===== config.mk =====
export PLATFORM = sky130hd
export DESIGN_NAME = cle_blob_stats
export DESIGN_NICKNAME = d
export VERILOG_FILES = /design/src/rtl/cle_blob_stats_pkg.sv /design/src/rtl/cle_blob_stats_cam.sv /design/src/rtl/cle_blob_stats.sv
export SDC_FILE = /design/constraint.sdc
export NUM_CORES = 1
export LEC_CHECK = 0
export CORE_ASPECT_RATIO = 0.7
export CORE_MARGIN = 10
export CORE_UTILIZATION = 50
export CTS_BUF_LIST = sky130_fd_sc_hd__clkbuf_16
export CTS_CLUSTER_SIZE = 14
export DETAILED_ROUTE_END_ITERATION = 10
export GPL_TIMING_DRIVEN = 0
export PLACE_DENSITY = 0.7
export SYNTH_ARGS = -nofsm -noshare
export SYNTH_HDL_FRONTEND = slang
export SYNTH_HIERARCHICAL = 1
export SYNTH_SLANG_ARGS = --single-unit

===== constraint.sdc =====
create_clock -name clk -period 3.5 [get_ports clk]
set_input_delay 0.7 -clock clk [delete_from_list [all_inputs] [get_ports clk]]
set_output_delay 0.7 -clock clk [all_outputs]
set_load 0.02 [all_outputs]

===== src/rtl/cle_blob_stats_pkg.sv =====
// Shared types and widths for the blob statistics stage.
// Imported by the label CAM and the top-level scanner.
package cle_blob_stats_pkg;

    localparam int LBL_BITS = 8;
    localparam int DIM_BITS = 5;
    localparam int SLOT_W   = 4;
    localparam int CNT_W    = 5;

    typedef enum logic [1:0] {
        ST_IDLE,
        ST_SCAN,
        ST_DRAIN,
        ST_DONE
    } state_t;

endpackage


===== src/rtl/cle_blob_stats_cam.sv =====
// Label CAM: one valid bit and label register per object slot.
// Provides the hit lookup, the full flag and a readback port.
module cle_lbl_cam
    import cle_blob_stats_pkg::*;
#(
    parameter int MAX_LBL = 8,
    parameter int LBL_W   = LBL_BITS
) (
    input  logic              clk,
    input  logic              reset,
    input  logic              clear,
    input  logic [LBL_W-1:0]  q,
    input  logic              wr_en,
    input  logic [SLOT_W-1:0] wr_idx,
    input  logic [SLOT_W-1:0] rd_idx,
    output logic              hit,
    output logic [SLOT_W-1:0] hit_idx,
    output logic              full,
    output logic [LBL_W-1:0]  rd_label
);

    logic [MAX_LBL-1:0] valid;
    logic [LBL_W-1:0]   lbl [MAX_LBL];

    always_ff @(posedge clk) begin
        if (reset || clear) begin
            valid <= '0;
            for (int i = 0; i < MAX_LBL; i++) lbl[i] <= '0;
        end else if (wr_en) begin
            for (int i = 0; i < MAX_LBL; i++) begin
                if (wr_idx == SLOT_W'(i)) begin
                    valid[i] <= 1'b1;
                    lbl[i]   <= q;
                end
            end
        end
    end

    // Labels are unique per slot, so at most one entry can hit.
    always_comb begin
        hit     = 1'b0;
        hit_idx = '0;
        for (int i = 0; i < MAX_LBL; i++) begin
            if (!hit && valid[i] && lbl[i] == q) begin
                hit     = 1'b1;
                hit_idx = SLOT_W'(i);
            end
        end
    end

    always_comb begin
        rd_label = '0;
        for (int i = 0; i < MAX_LBL; i++) begin
            if (rd_idx == SLOT_W'(i)) rd_label = lbl[i];
        end
    end

    assign full = &valid;

endmodule


===== src/rtl/cle_blob_stats.sv =====
// Raster scan of the label SRAM building a per-object area/bbox table.
// Objects are numbered in first-seen order; read back via lbl_sel.
module cle_blob_stats
    import cle_blob_stats_pkg::*;
#(
    parameter int MAX_LBL = 8,
    parameter int LBL_W   = LBL_BITS,
    parameter int DIM_LOG = DIM_BITS
) (
    input  logic                 clk,
    input  logic                 reset,
    input  logic                 start,
    output logic [2*DIM_LOG-1:0] sram_a,
    input  logic [LBL_W-1:0]     sram_q,
    output logic                 busy,
    output logic                 done,
    output logic                 ovf,
    output logic [CNT_W-1:0]     nlabels,
    input  logic [SLOT_W-1:0]    lbl_sel,
    output logic [LBL_W-1:0]     st_label,
    output logic [2*DIM_LOG:0]   st_area,
    output logic [DIM_LOG-1:0]   st_rmin,
    output logic [DIM_LOG-1:0]   st_rmax,
    output logic [DIM_LOG-1:0]   st_cmin,
    output logic [DIM_LOG-1:0]   st_cmax
);

    localparam int AW = 2 * DIM_LOG;

    state_t state, state_n;

    logic [AW-1:0]      a1;
    logic               v1;
    logic               start_ok, px, do_upd, do_alloc;
    logic               hit, full;
    logic [SLOT_W-1:0]  hit_idx;
    logic [LBL_W-1:0]   rd_label;
    logic [DIM_LOG-1:0] row, col;

    logic [AW:0]        area [MAX_LBL];
    logic [DIM_LOG-1:0] rmin [MAX_LBL];
    logic [DIM_LOG-1:0] rmax [MAX_LBL];
    logic [DIM_LOG-1:0] cmin [MAX_LBL];
    logic [DIM_LOG-1:0] cmax [MAX_LBL];

    assign start_ok = start && (state == ST_IDLE || state == ST_DONE);
    assign busy     = (state == ST_SCAN) || (state == ST_DRAIN);
    assign done     = (state == ST_DONE);

    // a1 is the address whose data is on sram_q this cycle.
    assign row      = a1[AW-1:DIM_LOG];
    assign col      = a1[DIM_LOG-1:0];
    assign px       = v1 && (sram_q != '0);
    assign do_upd   = px && hit;
    assign do_alloc = px && !hit && !full;

    cle_lbl_cam #(
        .MAX_LBL (MAX_LBL),
        .LBL_W   (LBL_W)
    ) u_cam (
        .clk      (clk),
        .reset    (reset),
        .clear    (start_ok),
        .q        (sram_q),
        .wr_en    (do_alloc),
        .wr_idx   (nlabels[SLOT_W-1:0]),
        .rd_idx   (lbl_sel),
        .hit      (hit),
        .hit_idx  (hit_idx),
        .full     (full),
        .rd_label (rd_label)
    );

    always_comb begin
        state_n = state;
        unique case (state)
            ST_IDLE:  if (start) state_n = ST_SCAN;
            ST_SCAN:  if (sram_a == {AW{1'b1}}) state_n = ST_DRAIN;
            ST_DRAIN: state_n = ST_DONE;
            ST_DONE:  if (start) state_n = ST_SCAN;
            default:  state_n = ST_IDLE;
        endcase
    end

    always_ff @(posedge clk) begin
        if (reset) begin
            state   <= ST_IDLE;
            sram_a  <= '0;
            a1      <= '0;
            v1      <= 1'b0;
            nlabels <= '0;
            ovf     <= 1'b0;
            for (int i = 0; i < MAX_LBL; i++) begin
                area[i] <= '0;
                rmin[i] <= '0;
                rmax[i] <= '0;
                cmin[i] <= '0;
                cmax[i] <= '0;
            end
        end else begin
            state <= state_n;
            a1    <= sram_a;
            v1    <= (state == ST_SCAN);
            if (start_ok) begin
                sram_a  <= '0;
                nlabels <= '0;
                ovf     <= 1'b0;
            end else begin
                if (state == ST_SCAN && sram_a != {AW{1'b1}})
                    sram_a <= sram_a + AW'(1);
                if (do_alloc)
                    nlabels <= nlabels + CNT_W'(1);
                if (px && !hit && full)
                    ovf <= 1'b1;
                for (int i = 0; i < MAX_LBL; i++) begin
                    if (do_upd && hit_idx == SLOT_W'(i)) begin
                        area[i] <= area[i] + (AW+1)'(1);
                        if (row < rmin[i]) rmin[i] <= row;
                        if (row > rmax[i]) rmax[i] <= row;
                        if (col < cmin[i]) cmin[i] <= col;
                        if (col > cmax[i]) cmax[i] <= col;
                    end
                    if (do_alloc && nlabels[SLOT_W-1:0] == SLOT_W'(i)) begin
                        area[i] <= (AW+1)'(1);
                        rmin[i] <= row;
                        rmax[i] <= row;
                        cmin[i] <= col;
                        cmax[i] <= col;
                    end
                end
            end
        end
    end

    always_comb begin
        st_label = '0;
        st_area  = '0;
        st_rmin  = '0;
        st_rmax  = '0;
        st_cmin  = '0;
        st_cmax  = '0;
        if (done && ({1'b0, lbl_sel} < nlabels)) begin
            st_label = rd_label;
            for (int i = 0; i < MAX_LBL; i++) begin
                if (lbl_sel == SLOT_W'(i)) begin
                    st_area = area[i];
                    st_rmin = rmin[i];
                    st_rmax = rmax[i];
                    st_cmin = cmin[i];
                    st_cmax = cmax[i];
                end
            end
        end
    end

endmodule


# Word level (Yosys, flattened, before mapping)
# Memory sizes are Yosys's and may differ from the RTL's.
# Index checks and enable logic that the tools add are counted.
dict set report word_totals {
  out_inout_bits 57
  ff_bits 37
  input_bits 15
  mem_bits_rw 312
  wordCells 675
  memories 6
}
dict set report classes {
  magnitude_cmp 33
  n_eq_ne 36
  add_sub_neg 10
  n_reduce_logical 68
  n_mux 420
  bitwise_logic 88
}
# memory depth word_bits read_ports rd_ports_with_merged_regs wr line_no
set memory_table {}
lappend memory_table {area 8 11 8 0 8 cle_blob_stats.sv:40} ;# logic [AW:0] area [MAX_LBL];
lappend memory_table {u_cam.lbl 8 8 8 0 8 cle_blob_stats_cam.sv:23} ;# logic [LBL_W-1:0] lbl [MAX_LBL];
lappend memory_table {cmax 8 5 8 0 8 cle_blob_stats.sv:44} ;# logic [DIM_LOG-1:0] cmax [MAX_LBL];
lappend memory_table {cmin 8 5 8 0 8 cle_blob_stats.sv:43} ;# logic [DIM_LOG-1:0] cmin [MAX_LBL];
lappend memory_table {rmax 8 5 8 0 8 cle_blob_stats.sv:42} ;# logic [DIM_LOG-1:0] rmax [MAX_LBL];
lappend memory_table {rmin 8 5 8 0 8 cle_blob_stats.sv:41} ;# logic [DIM_LOG-1:0] rmin [MAX_LBL];
# cell count
set op_table {}
lappend op_table {{5-bit 2-to-1 mux} 100}
lappend op_table {{11-bit 2-to-1 mux} 25}
lappend op_table {{1-bit 2-to-1 mux} 269}
lappend op_table {{8-bit 2-to-1 mux} 17}
lappend op_table {{11-bit by 1-bit adder with 11-bit output (second input constant)} 8}
lappend op_table {{1-bit bitwise OR} 88}
lappend op_table {{5-bit > comparator} 16}
lappend op_table {{5-bit less-than comparator} 16}
lappend op_table {{8-bit equality test} 8}
lappend op_table {{4-bit by 3-bit equality test with 1-bit output (second input constant)} 12}
lappend op_table {{1-bit logical AND} 39}
lappend op_table {{4-bit by 2-bit equality test with 1-bit output (second input constant)} 6}
lappend op_table {{2-bit AND reduction} 9}
lappend op_table {{4-bit by 1-bit equality test with 1-bit output (second input constant)} 3}
lappend op_table {{4-bit logical NOT} 3}
lappend op_table {{3-bit 2-to-1 mux} 4}
lappend op_table {{10-bit by 1-bit adder with 10-bit output (second input constant)} 1}
lappend op_table {{10-bit equality test (second input constant)} 1}
lappend op_table {{10-bit != test (second input constant)} 1}
lappend op_table {{1-bit logical NOT} 9}
lappend op_table {{2-bit 2-to-1 mux} 4}
lappend op_table {{8-bit AND reduction} 1}
lappend op_table {{8-bit nonzero test} 1}
lappend op_table {{2-bit one-hot mux with 3 select lines} 1}
lappend op_table {{other kinds (9)} 13}

# Logic depth before layout (Yosys ltp)
# An unclocked memory read counts as a cell.
dict set report logic_depth {
  depth_word 41
  ltp_mapped 15
  depth_no_buf 11
}

# By module
# The synthesis kept the hierarchy.
# module seq_area_each_um2 area_each_um2 instances cells_per_inst
set by_module_without_submodules {}
lappend by_module_without_submodules {cle_blob_stats 8027.7 17707.0 1 1806}
lappend by_module_without_submodules {cle_lbl_cam 2082.0 3987.6 1 374}

# Worst setup path before layout
# OpenSTA, ideal clock, no wires.
dict set report synth_path {
  kind {in2reg}
  startpoint {input port sram_q[5]}
  endpoint {memory u_cam/lbl[0][24] (netlist bit), enable pin}
  setup_ps 330
  t_required_ps 3170
  n_path_buf 3
  arrival_ps 3130
  setup_slack_ps 40
  path_stages 14
  cell_sequence {buf_4 xor2_1 nor3_1 nand4_1 o31ai_2 nor3_1 nand3_1 nor2_1 o211a_1 buf_6 buf_6 nor3b_2 nand3_1 nand2_1}
}
# item line_no
set synth_lines {}
lappend synth_lines {{start: declaration} cle_blob_stats.sv:14} ;# input logic [LBL_W-1:0] sram_q,
lappend synth_lines {{end: declaration} cle_blob_stats_cam.sv:23}

# Worst setup path after layout
dict set report layout_path {
  startpoint {input port lbl_sel[2]}
  endpoint {output port st_rmin[1]}
}
dict set report layout_between {
  elab_chain_len 10
  word_cells_on_any_way 19
  cone_classes {1 x order compare; 7 x eq/ne; 9 x mux; 2 x reduce/logical}
}
# item line_no
set layout_rtl {}
lappend layout_rtl {{start: declaration} cle_blob_stats.sv:19} ;# input logic [SLOT_W-1:0] lbl_sel,
lappend layout_rtl {{4-bit logical NOT} cle_blob_stats.sv:145} ;# if (lbl_sel == SLOT_W'(i)) begin
lappend layout_rtl {{5-bit 2-to-1 mux (8 in a row)} cle_blob_stats.sv:145}
lappend layout_rtl {{5-bit 2-to-1 mux (*)} cle_blob_stats.sv:142} ;# if (done && ({1'b0, lbl_sel} < nlabels)) begin
lappend layout_rtl {{end: declaration} cle_blob_stats.sv:22} ;# output logic [DIM_LOG-1:0] st_rmin,
# Mark *: on every way between the ends. The rest lies on a longest branch, timed or not.

==> key figures <==
Synthesis
  • Netlist area before placement: 21700 um^2
  • Avg Inst Size Synth: between 9 and 10 um^2
  • Simple-gate portion of the synthesized area: 17.5%
  • Cells taking the most area after synthesis: edfxtp_1 43%, ha_1 9.4%, nor2_1 4.6%, xnor2_1 3.8%, dfxtp_1 3.4%
  • Parity-gate share of the synthesized area counting xor and xnor cells: 5.49%
  • Yosys warning count: 6
  • Compound-cell area share of the yosys netlist: 12.3%
  • Flip-flop cell with the highest count after synthesis: edfxtp_1
  • Most instantiated library cell after synthesis: edfxtp_1
  • Nets in the synthesized netlist: 2358
  • Post-synth top cells: 312 x edfxtp_1, 266 x nor2_1, 178 x nand2_1, 166 x inv_1, 163 x ha_1
  • Synthesized instance count: 2180
  • Post-synth top area share: 43.2%
  • Number of enable flip-flop cells after synthesis: 312
  • Mux contribution to synthesized area: 3.77%
  • Share of synthesized cell area in full adder, half adder and majority cells: a little under a tenth
  • Count of state elements after synthesis: 349
  • Number of distinct standard cells referenced by the synthesized netlist: 74
  • Cell taking the most area after synthesis: edfxtp_1
  • Proportion of synthesized flip-flops having asynchronous set or reset: 0%
  • Share of the yosys chip area belonging to registers: 46.6%
  • Combinational family with the most area after synthesis: simple AND/OR/NAND/NOR gates

Finish
  • Number of standard cells in the layout, taps in and fillers out: 2935
  • Fraction of layout instances using a drive strength above 1: 16.8%
  • Layout overhead on the synthesized area: 20.1%
  • Core Util, Final: about three fifths
  • Number of fill cells: between 3k and 4k
  • Final Cell Area: 26000 um^2
  • Nets: 2531

CTS
  • Number of sinks driven by the clock tree: roughly 350
  • CTS H-tree depth: 2
  • Largest buffer count on any clock path: 3
  • Clock tree from TritonCTS: yes
  • Clock latency on the worst-skew pair: about 560 ps
  • Root buf cell: clkbuf_16
  • Post-CTS Hold Buffers: 0
  • CTS clk-pin slew, worst paths: roughly 60 ps
  • Number of buffers inserted during clock tree synthesis: 38

Timing
  • Tightest Pin Transition: 1380 ps
  • Final number of hold-violating endpoints: 0
  • Worst setup slack after layout: -14.3 ps
  • Max Clk Rate: about 280 MHz
  • Relative slew slack: 7.63%
  • Fin crit share: 100%
  • Time the worst path needs with I/O delays and setup: ~3500 ps
  • Setup tns final: -18.1 ps
  • Setup repair after global routing missed its margin: yes
  • Final setup violation count: 2
  • Worst Skew: approximately 17 ps
  • Slew Limit Fails: 0

Place
  • Detail Placement HPWL: roughly 52 mm
  • Cell total after placement: 2803
  • Number of I/O port buffers: 71
  • Setup slack after placement: -1910 ps
  • Area of placed instances: 23100 um^2
  • RD Place Congestion: around 0.98

Global route
  • Number of antenna violations at the first check in global routing: 3
  • Via count of the first global-routing pass: 17.2k
  • GRT Resource Usage Total: 26.1%
  • First-pass GRT wire length: between 100 and 150 mm
  • Total grt overflow: 0
  • Maximum number of pins on one net before global-route repair: 21

Critical path
  • Critical path launch point type: input port
  • Crit path capture type: primary output
  • Top cell family by delay on the critical path: buffers and inverters
  • Critical path capture point: st_rmin[1]
  • Worst setup path startpoint: lbl_sel[2]
  • Worst setup path class: input port to primary output
  • Most prevalent standard cell on the critical path: clkbuf_4
  • Highest fanout seen on the critical path: 10
  • Critical path buffers and inverters: 4
  • Peak per-stage delay on the critical path: 500 ps
  • Depth of the most critical reg-to-reg path: 7
  • Worst EP arrival: 2810 ps
  • Worst setup slack for register-to-register paths: 150 ps
  • Crit. path cell count: 9
  • Critical path's slowest cell: or3b_2
  • Crit Reg-Reg Endpoint: cmax[0][19]
  • Launch instance of the worst register-to-register path: a1[0]
  • List of cells traversed by the critical path: clkbuf_4 -> or3b_2 -> clkbuf_1 -> clkbuf_4 -> nor2_1 -> a21oi_1 -> a32o_1 -> a21oi_2 -> clkdlybuf4s15_2
  • CP Data Required Time: about 2800 ps

Floorplanning
  • Effective utilization at floorplan: 51.0%
  • Placeable core region: 42600 um^2
  • Overall die area: ~52000 um^2
  • Site row count: 63
  • Die Width: between 200 and 300 um
  • Die span in y: 194 um
  • Top-level I/O count: 72

Pwr
  • Ratio of total power to cell area: between 400 and 500 nW/um^2
  • Static leakage: 10.0 nW
  • Highest ir drop seen on vdd: 278 uV

Worst hold path
  • Class of the most critical hold timing path: flip-flop to flip-flop

Routing
  • Total via count in the routed design: 18.1k
  • Routed wirelength normalized by instance count: 24.3 um
  • Number of design-rule violations left by the first detailed-router iteration: 1971
  • Antenna Violating Nets Remaining: 0
  • Detailed Route WL: 71.4 mm
  • Number of detailed-routing iterations run before antenna repair: 7
  • Remaining routing DRC violations: 0
  • Avg Vias per Cell: 6.15

Flow run
  • Count of maximum capacitance violations: 0

Run status
  • Result of the run: complete, but fails checks
  • Failing checks: negative setup slack
## registers in the layout, indices dropped and copies added (netlist names)
name	cells
rmax	40
rmin	40
nlabels	5
cmax	40
a1	10
ovf	1
area	88
v1	1
u_cam/lbl	64
u_cam/valid	8
cmin	40
sram_a	10
state	2
## cell type report
class	count	area [um^2]	area share, %
inverter	166	623	2.39
timing repair buffer	135	1190	4.57
clock inverter	25	216	0.831
clock buffer	44	1100	4.23
antenna	1	2.50	0.00961
buffer	86	556	2.13
multi-input combinational	1577	11500	44.3
tap	552	691	2.65
sequential	349	10100	38.9
## cell families (layout without fill, tap and decap cells)
family / count (synthesis) / in the layout
simple gates: 788 / 788
compound gates: 421 / 421
flops: 349 / 349
buf+inv: 254 / 456
fa+ha+maj: 163 / 163
xor+xnor: 136 / 136
mux: 68 / 68
other cells: 1 / 2
## per-layer routing
metal | up-vias | wire (um) | track usage, %
met2 | 999 | 29100 | 36.4
met3 | 154 | 9490 | 8.16
met4 | 4 | 2070 | 6.86
met5 | - | 18 | 0
met1 | 8787 | 30700 | 38.3
li1 | 8111 | - | -
## worst register-to-register path: cells and delay by family (launching register included)
family | cells | cell delay, ps
AO/OA/AOI/OAI | 2 | 600
adder cells (fa/ha/maj) | 1 | 380
buffers and inverters | 2 | 1140
flip-flops | 1 | 530
AND/OR/NAND/NOR | 2 | 350
## layout by cell type (no fill, tap or decap), types with 20 or more instances in the layout
cell type / count
a21oi_1: 127
and2_1: 58
buf_2: 25
buf_4: 67
clkbuf_1: 28
clkbuf_16: 45
clkdlybuf4s50_1: 20
dfxtp_1: 33
edfxtp_1: 312
ha_1: 163
inv_1: 174
mux2_2: 20
mux2i_1: 37
nand2_1: 150
nand3_1: 70
nand4_1: 21
nor2_1: 256
nor2b_1: 75
o21ai_0: 108
o31ai_4: 21
xnor2_1: 89
xor2_1: 39
## worst min path at each step
| stage | start | endpoint | slack [ps] | cells past startpoint |
|---|---|---|---|---|
| final | state[1] | state[1] | 480 | 2 |
| after global routing | state[1] | state[1] | 510 | 2 |
| after CTS | state[1] | state[1] | 480 | 2 |
| after detailed placement | state[1] | state[1] | 470 | 2 |
| after global placement | state[1] | state[1] | 460 | 2 |
| after floorplan | state[1] | state[1] | 450 | 2 |
## repair_timing
action | in CTS | in global routing
cloned | 0 | 2
resized for setup | 322 | 106
endpoints found under the hold margin | 0 | 0
endpoints found under the setup margin | 580 | 515
buffers inserted | 41 | 21
pin swaps | 19 | 22
## stage by stage
step	total power, W	hold WS, ps
final	0.0116	480
after global routing	0.0119	513
after CTS	0.0114	477
after detailed placement	0.00702	470
after global placement	0.00697	460
after floorplan	0.00638	449
## where the power goes
part / switching (W) / internal, W
sequential: 0.000347 / 0.00494
combinational: 0.00123 / 0.000756
clock: 0.00179 / 0.00254
Power figures use the tool's default switching activity.
